## src/rtl/fp_norm_round_seq.sv

```systemverilog
// Multi-cycle normalise-and-round stage for the floating-point adder.
// Takes a raw sum (carry/hidden/fraction/G/R/S) and returns a packed,
// round-to-nearest-even result with overflow/underflow/zero/inexact flags
// over a valid/ready handshake, one operand in flight at a time.
module fp_norm_round_seq #(
  parameter int EXP_W  = 8,
  parameter int FRAC_W = 23,
  localparam int SIG_W = FRAC_W + 5
) (
  input  logic              clk,
  input  logic              rst_n,
  input  logic              in_valid,
  output logic              in_ready,
  input  logic              in_sign,
  input  logic [EXP_W-1:0]  in_exp,
  input  logic [SIG_W-1:0]  in_sig,
  output logic              out_valid,
  input  logic              out_ready,
  output logic              out_sign,
  output logic [EXP_W-1:0]  out_exp,
  output logic [FRAC_W-1:0] out_frac,
  output logic              out_overflow,
  output logic              out_underflow,
  output logic              out_zero,
  output logic              out_inexact
);

  typedef enum logic [2:0] {IDLE, CHECK, SHIFT, ROUND, DONE} state_t;

  state_t             state_q, state_d;
  logic               sign_q;
  logic [EXP_W-1:0]   exp_q;
  logic [SIG_W-1:0]   sig_q;
  logic               ovf_q, unf_q, zero_q, inex_q;

  logic [EXP_W-1:0]   exp_inc, exp_dec;
  logic [SIG_W-1:0]   sig_rsh, sig_lsh;
  logic [FRAC_W-1:0]  frac;
  logic               guard, rnd, sticky, round_up;
  logic [FRAC_W:0]    frac_sum;

  assign exp_inc  = exp_q + EXP_W'(1);
  assign exp_dec  = exp_q - EXP_W'(1);
  // Right shift folds the bits falling off R into the sticky bit.
  assign sig_rsh  = {1'b0, sig_q[SIG_W-1:2], sig_q[1] | sig_q[0]};
  assign sig_lsh  = {sig_q[SIG_W-2:0], 1'b0};

  assign frac     = sig_q[SIG_W-3:3];
  assign guard    = sig_q[2];
  assign rnd      = sig_q[1];
  assign sticky   = sig_q[0];
  assign round_up = guard & (rnd | sticky | frac[0]);
  assign frac_sum = {1'b0, frac} + (FRAC_W+1)'(round_up);

  // in_ready is gated by rst_n so it reads 0 while reset is held.
  assign in_ready      = rst_n && (state_q == IDLE);
  assign out_valid     = (state_q == DONE);
  assign out_sign      = sign_q;
  assign out_exp       = exp_q;
  assign out_frac      = frac;
  assign out_overflow  = ovf_q;
  assign out_underflow = unf_q;
  assign out_zero      = zero_q;
  assign out_inexact   = inex_q;

  // State register.
  always_ff @(posedge clk or negedge rst_n) begin
    if (!rst_n) state_q <= IDLE;
    else        state_q <= state_d;
  end

  // Next-state selection; CHECK applies its rules in priority order.
  always_comb begin
    state_d = state_q;
    case (state_q)
      IDLE:  if (in_valid && in_ready) state_d = CHECK;
      CHECK: begin
        if (exp_q == '1 || sig_q == '0)          state_d = DONE;
        else if (sig_q[SIG_W-1])                 state_d = (exp_inc == '1) ? DONE : ROUND;
        else if (sig_q[SIG_W-2] || exp_q <= EXP_W'(1)) state_d = ROUND;
        else                                     state_d = SHIFT;
      end
      SHIFT: if (sig_lsh[SIG_W-2] || exp_dec == EXP_W'(1)) state_d = ROUND;
      ROUND: state_d = DONE;
      DONE:  if (out_ready) state_d = IDLE;
      default: state_d = IDLE;
    endcase
  end

  // Working datapath: capture, classify, normalise, round; holds in DONE.
  always_ff @(posedge clk or negedge rst_n) begin
    if (!rst_n) begin
      sign_q <= 1'b0;
      exp_q  <= '0;
      sig_q  <= '0;
      ovf_q  <= 1'b0;
      unf_q  <= 1'b0;
      zero_q <= 1'b0;
      inex_q <= 1'b0;
    end else begin
      case (state_q)
        IDLE: if (in_valid && in_ready) begin
          sign_q <= in_sign;
          exp_q  <= in_exp;
          sig_q  <= in_sig;
          ovf_q  <= 1'b0;
          unf_q  <= 1'b0;
          zero_q <= 1'b0;
          inex_q <= 1'b0;
        end
        CHECK: if (exp_q != '1) begin
          if (sig_q == '0) begin
            zero_q <= 1'b1;
            exp_q  <= '0;
          end else if (sig_q[SIG_W-1]) begin
            exp_q <= exp_inc;
            if (exp_inc == '1) begin
              ovf_q  <= 1'b1;
              inex_q <= 1'b1;
              sig_q  <= '0;
            end else begin
              sig_q <= sig_rsh;
            end
          end else if (!sig_q[SIG_W-2] && exp_q <= EXP_W'(1)) begin
            unf_q <= 1'b1;
            exp_q <= '0;
          end
        end
        SHIFT: begin
          sig_q <= sig_lsh;
          // Reaching the hidden bit wins over reaching the minimum exponent.
          if (!sig_lsh[SIG_W-2] && exp_dec == EXP_W'(1)) begin
            unf_q <= 1'b1;
            exp_q <= '0;
          end else begin
            exp_q <= exp_dec;
          end
        end
        ROUND: begin
          inex_q <= guard | rnd | sticky;
          sig_q[SIG_W-3:3] <= frac_sum[FRAC_W-1:0];
          // Fraction wrap bumps the exponent; for a denormal this lands on 1.
          if (frac_sum[FRAC_W]) begin
            exp_q <= exp_inc;
            if (exp_inc == '1) ovf_q <= 1'b1;
          end
        end
        default: ;
      endcase
    end
  end

endmodule

```

## config.mk

```make
export PLATFORM = sky130hd
export DESIGN_NAME = fp_norm_round_seq
export DESIGN_NICKNAME = d
export VERILOG_FILES = /design/src/rtl/fp_norm_round_seq.sv
export SDC_FILE = /design/constraint.sdc
export NUM_CORES = 1
export LEC_CHECK = 0
export CORE_MARGIN = 2
export CORE_UTILIZATION = 30
export DETAILED_ROUTE_END_ITERATION = 16
export PLACE_DENSITY_LB_ADDON = 0.08
export SLEW_MARGIN = 5
export SYNTH_ARGS = -nofsm -noshare
export SYNTH_HDL_FRONTEND = slang
export SYNTH_SLANG_ARGS = --single-unit
```

## constraint.sdc

```tcl
create_clock -name clk -period 6.1 [get_ports clk]
set_input_delay 1.83 -clock clk [delete_from_list [all_inputs] [get_ports clk]]
set_output_delay 1.83 -clock clk [all_outputs]
set_load 0.1 [all_outputs]
```

After elaboration in Yosys (flattened, before gate mapping)
Cells that the tools add are included.
{ "op_classes": {"n_addsub": 3, "mul": 0, "n_div": 0, "order_cmp": 1, "eq_ne": 21, "n_shift": 0, "n_mux": 45, "bitwise": 5, "n_reduce_logical": 25} }
{ "ops": {"columns": ["op", "n"], "rows": [
  ["$pmux W23 S4", 1],
  ["$mux W28", 3],
  ["$mux W8", 7],
  ["$mux W27", 2],
  ["$pmux W8 S4", 1],
  ["$logic_not A28 Y1", 1],
  ["$add A23 B1 Y24", 1],
  ["$ne A2 B2 Y1 const B", 10],
  ["$mux W1", 18],
  ["$mux W3", 6],
  ["$eq A8 B8 Y1 const B", 2],
  ["$pmux W3 S5", 1],
  ["$reduce_and A5 Y1", 3],
  ["$reduce_and A6 Y1", 2],
  ["$pmux W1 S3", 3],
  ["$pmux W3 S3", 1],
  ["$add A8 B1 Y8 const B", 1],
  ["$eq A8 B1 Y1 const B", 1],
  ["$le A8 B1 Y1 const B", 1],
  ["$ne A8 B8 Y1 const B", 1],
  ["$reduce_and A4 Y1", 2],
  ["$sub A8 B1 Y8 const B", 1],
  ["$reduce_and A7 Y1", 1],
  ["$eq A3 B2 Y1 const B", 2],
  ["other kinds (17)", 28]
]} }
{ "word_totals": {"ff_bits": 44, "latchBits": 0, "mem_bits_rw": 0, "romBits": 0, "in_bits": 41, "output_inout_bits": 38, "elab_cells": 110, "mem_count": 0} }

Longest topological paths before layout
Gate-level depths: netlist (run 1).
{ "depth": {"ltp_word": 7, "depth_mapped": 10, "ltp_nobuf": 8} }

Worst setup path before layout (run 1)
No wires, ideal clock.
{ "synth_timing": {"kind": "input port to output port", "from": "in rst_n", "to": "out in_ready", "arrival_time_ns": 4.948, "required_time_ns": 4.270, "slack_ns": -0.678, "path_stages": 1, "n_path_buf": 0, "path_cell_list": "nor4b_1"} }
{ "synth_between": {"elab_chain_cells": 1} }
{ "synth_lines": {"columns": ["element", "line_no", "source"], "rows": [
  ["start: declaration", "11", "input logic rst_n,"],
  ["$logic_and A1 B1 Y1", "56", "assign in_ready = rst_n && (state_q == IDLE);"],
  ["end: declaration", "13", "output logic in_ready,"]
]} }
No other way between the ends.

Final worst setup path (run 1)
{ "layout_timing": {"from": "reg state_q[1]", "to": "out out_valid"} }
{ "layout_between": {"elab_chain_cells": 1} }
{ "layout_lines": {"columns": ["element", "line_no", "source"], "rows": [
  ["start: declaration", "30", "state_t state_q, state_d;"],
  ["start signal: assignment", "69", "else state_q <= state_d;"],
  ["$eq A3 B3 Y1", "57", "assign out_valid = (state_q == DONE);"],
  ["end: declaration", "17", "output logic out_valid,"]
]} }
No other way between the ends.

==> impl_metrics.tcl, run 1 <==
set metrics [dict create \
    ant_nets 0 \
    synth_ff_type "dfrtp_1" \
    syn_area_sq_mm 0.00393 \
    drtIter0Drc 354 \
    cp_data_required_time_ps 4270 \
    overflow 0 \
    dr.pass1.iters 4 \
    grt_setup_unrepaired "no" \
    core_area_sq_mm 0.0127 \
    antenna_found_initial 0 \
    yosysTopAreaCell "dfrtp_1" \
    worstSetupPathType "flop to output pin" \
    worstPathArrival_ps 2700 \
    gp_congestion 0.806 \
    rows 41 \
    cts_root_buf "clkbuf_16" \
    num_antenna_cells 0 \
    fin_cells 705 \
    met2WireLength_um 6190 \
    ctsHoldBuffers 0 \
    ys_seq_area_frac 0.280 \
    grt_pass1_wl_um 21500 \
    status "complete, no violations" \
    hold_viol_final 0 \
    die_w_um 118 \
    yosysWarnings 0 \
    vias_per_cell 5.61 \
    cts_tree "built" \
    first_global_vias 3824 \
    die-area_sq_mm 0.0140 \
    fin_crit_ps 4530 \
    syn_nets 557 \
    cts_sinks 44 \
    netlist_instances 511 \
    ys_ff_latch 44 \
    syn_to_final_growth_pct 20.5 \
    m1WireLength_um 6350 \
    synth.most_common_cell "nor2_1" \
    hold_path_class "flop to flop" \
    clock_latency_ps 290 \
    setup_viol 0 \
    slew_headroom 0.162 \
    drv_cap 0 \
    synthDistinctLibCells 73 \
    grt_start_max_net_pins 46 \
    routed-wl-met3_um 580 \
    io_buffers 78 \
    cts_buffer_depth 2 \
    dp.cells 697 \
    async_flop_share 1.00 \
    h-tree-depth 2 \
    die_y_um 118 \
    initial_core_util 0.309 \
    path_clk_slew_ps 70 \
    synth.top_cell.area_share 0.280 \
    drive_gt1_frac 0.0675 \
    avgRoutedWirePerCell_um 18.8 \
    post_cts_resize_count 0 \
    worst-path-max-fanout 18 \
    grt_util_all_layers 0.190 \
    finalMaxSlewViolations 0 \
    setup-tns-final_ps 0 \
    synth_edf_count 0 \
    vias 3954 \
    avgSynthCellArea_sq_um 7.69 \
    cp-end-kind "output pin" \
    postCtsSetupRepairBufs 0 \
    worst_pin_slew_ps 1250 \
    numCtsBuffers 5 \
    place_ws_ps 1650 \
    ys_top_cells_by_area "dfrtp_1 (28%), o21ai_0 (5.6%), buf_4 (4.8%)" \
    pin_count 79 \
    dpl.hpwl_um 9050 \
    synthTopCellsByCount "nor2_1 (48), nand2_1 (46), dfrtp_1 (44), o21ai_0 (44), a21oi_1 (33)" \
    timing.fmax_mhz 221 \
    drc 0 \
    critPathLaunchType "flop" \
    wl_um 13200 \
    fin_ws_ps 1570 \
    post-route-period-util 0.743 \
    layout.nets 578 \
    top_layer "met4" \
    finClkSkew_ps 6.82 \
]
[final timing paths]
| path | startpoint | slack [ps] | end | cells past startpoint |
|---|---|---|---|---|
| max | state_q[1] | 1570 | out_valid | 3 |
| min | out_underflow | 510 | out_underflow | 2 |
| max reg2reg | out_exp[0] | 3150 | sig_q[14] | 6 |
| min reg2reg | out_underflow | 510 | out_underflow | 2 |
| max in group asynchronous | rst_n | 4000 | sig_q[24] | 2 |
| min in group asynchronous | rst_n | 1690 | sig_q[11] | 2 |
[per-stage QoR]
stage | hold slack [ps] | instance area, sq um | util
2_1_floorplan | 559 | 3930 | -
3_3_place_gp | 478 | 4580 | 0.360
3_5_place_dp | 488 | 4580 | 0.360
4_1_cts | 520 | 4730 | 0.372
5_1_grt | 541 | 4730 | 0.372
6_report | 508 | 4730 | 0.372
[logic make-up (layout without fill, tap and decap cells)]
group | count (synthesis) | in the layout | synth area share
buffers and inverters | 77 | 99 | 0.108
XOR/XNOR | 12 | 12 | 0.0268
adder cells (fa/ha/maj) | 5 | 5 | 0.0159
AND/OR/NAND/NOR | 192 | 192 | 0.257
flip-flops | 44 | 44 | 0.280
multiplexers | 4 | 4 | 0.0108
AO/OA/AOI/OAI | 177 | 177 | 0.301
[state kept, by name, indices dropped and copies added, names as in the netlist]
signal / count
out_zero: 1
out_inexact: 1
out_exp: 8
state_q: 3
sig_q: 28
out_underflow: 1
out_overflow: 1
out_sign: 1
[worst max-delay path, stage by stage (launching register included)]
cell and delay (ps):
dfrtp_1 630, nor2_1 430, and2_1 200, clkdlybuf4s50_1 1140
[cell usage in the layout, fill, tap and decap left out, drive strengths merged, types with 5 or more instances in the layout]
cell type,n
clkdlybuf4s50,76
nor2,49
nand2,46
o21ai,46
dfrtp,44
a21oi,34
nor3,20
nand3,19
a31oi,17
a211oi,16
a221oi,11
o211ai,11
inv,8
nand4,7
buf,7
nor4,7
nand2b,6
xnor2,6
o21a,6
xor2,6
or3,6
clkbuf,6
nor2b,5
ha,5
or4,5
or2,5
[routing by layer]
metal / vias to the layer above / GRT usage
li1: 1922 / -
met1: 1932 / 0.270
met2: 94 / 0.303
met3: 6 / 0.0294
met4: 0 / 0.0424
met5: - / 0
[area by class of cell]
| type | instances | area (sq um) |
|---|---|---|
| multi-input combinational | 390 | 2420 |
| clock inverter | 2 | 15.0 |
| fill | 1404 | 7990 |
| timing repair buffer | 83 | 811 |
| tap | 172 | 215 |
| clock buffer | 6 | 139 |
| inverter | 8 | 30.0 |
| sequential | 44 | 1100 |
Power of run 1 is left out: the tool's default activity adds up to more than one toggle a clock period on the data nets, which glitch-free logic cannot reach.
==> run 2, diff against run 1 <==
clock period = 4.67 ns   (was 6.1 ns; I/O delays follow)
==> impl_metrics.tcl, run 2 (synthesis gave the netlist of run 1 again) <==
set metrics [dict create \
    finalMaxSlewViolations 0 \
    vias_per_cell 5.62 \
    gp_congestion 0.827 \
    io_buffers 78 \
    grt_pass1_wl_um 21600 \
    worst_pin_slew_ps 989 \
    timing.fmax_mhz 278 \
    pin_count 79 \
    rows 41 \
    fin_crit_ps 3590 \
    postLayoutCoreUtil 0.375 \
    numCtsBuffers 5 \
    postCtsSetupRepairBufs 0 \
    path_delay_family "buffers and inverters" \
    finClkSkew_ps 5.22 \
    slew_headroom 0.339 \
    cts_tree "built" \
    top_usage_layer "met2" \
    ant_nets 0 \
    cp-end-kind "output pin" \
    slowest_delay_ps 1230 \
    antenna_found_initial 0 \
    dp.cells 701 \
    grtUsageMet3 0.0290 \
    setup_viol 0 \
    first_global_vias 3882 \
    hold_path_class "flop to flop" \
    drc 0 \
    fillers 1375 \
    cts_sinks 44 \
    drv_cap 0 \
    area.sequential_sq_mm 0.00110 \
    worstSetupPathType "flop to output pin" \
    cp_cell_sequence "clkdlybuf4s50_1" \
    post-route-period-util 0.769 \
    gr-usage-met2 0.313 \
    dr.pass1.iters 7 \
    largest-register "sig_q" \
    grt_setup_unrepaired "no" \
    grt_util_all_layers 0.191 \
    layout.nets 582 \
    syn_to_final_growth_pct 21.3 \
    status "complete, no violations" \
    fin_cells 709 \
    cp_data_required_time_ps 3270 \
    cts_buffer_depth 2 \
    path_buf_inv 1 \
    cp_slowest_cell "clkdlybuf4s50_1" \
    cts_root_buf "clkbuf_16" \
    largest_register_ff_count 28 \
    critPathLaunchType "flop" \
    die_w_um 118 \
    drtIter0Drc 324 \
    dpl.hpwl_um 9270 \
    path_clk_slew_ps 70 \
    drive_gt1_frac 0.0726 \
    wl_um 13300 \
    die-area_sq_mm 0.0140 \
    setup-tns-final_ps 0 \
    hold_viol_final 0 \
    clock_latency_ps 290 \
    avgRoutedWirePerCell_um 18.8 \
    reg2reg_setup_slack_ps 1730 \
    layout_commonest_cell "clkdlybuf4s50_1" \
    core_area_sq_mm 0.0127 \
    post_cts_resize_count 0 \
    grt_use_met1 0.267 \
    vias 3988 \
    worstPathArrival_ps 2190 \
    multiInputGateArea_sq_mm 0.00242 \
    die_y_um 118 \
    ctsHoldBuffers 0 \
    h-tree-depth 2 \
    initial_core_util 0.309 \
    grt_start_max_net_pins 45 \
    final_cell_mix "clkdlybuf4s50_1 (75), nor2_1 (48), nand2_1 (46)" \
    overflow 0 \
    worst-path-max-fanout 16 \
    num_antenna_cells 0 \
]
## run 2: changes by cell type in the layout (fill, tap and decap cells not counted)
cell	change
buf_12	+1
clkbuf_1	+2
buf_4	+4
clkinvlp_4	-2
clkdlybuf4s50_1	-1
## run 2: final timing paths
| kind | startpoint | to | cells past startpoint |
|---|---|---|---|
| worst min-delay path | out_underflow | out_underflow | 2 |
| worst max-delay path | out_exp[3] | out_exp[3] | 1 |
| min in group asynchronous | rst_n | sig_q[13] | 2 |
| max in group asynchronous | rst_n | state_q[1] | 2 |
| worst max register to register | out_exp[0] | sig_q[14] | 6 |
| worst min register to register | out_underflow | out_underflow | 2 |
## run 2: through the flow
| stage | hold slack, ps | instance area (sq um) | setup slack (ps) |
|---|---|---|---|
| 5_1_grt | 535 | 4760 | 1040 |
| 4_1_cts | 510 | 4760 | 1080 |
| 3_3_place_gp | 485 | 4620 | 1150 |
| 2_1_floorplan | 559 | 3930 | 149 |
| 3_5_place_dp | 475 | 4620 | 1090 |
| 6_report | 507 | 4760 | 1080 |
## run 2: metal layers
layer  wire length, um  share of wire
met5                 0              0
met4               121         0.0091
met3               509          0.038
met2              6330           0.47
met1              6380           0.48
## run 2: layout make-up
type	count	share of cell area
timing repair buffer	87	0.179
multi-input combinational	390	0.508
inverter	8	0.00630
clock buffer	8	0.0307
tap	172	0.0452
sequential	44	0.231
## run 2: worst min-delay path, stage by stage, from the launching register on
cell and delay [ps]:
dfrtp_1 360, nand2_1 50, o21ai_0 70
Power of run 2 is left out for the same reason.
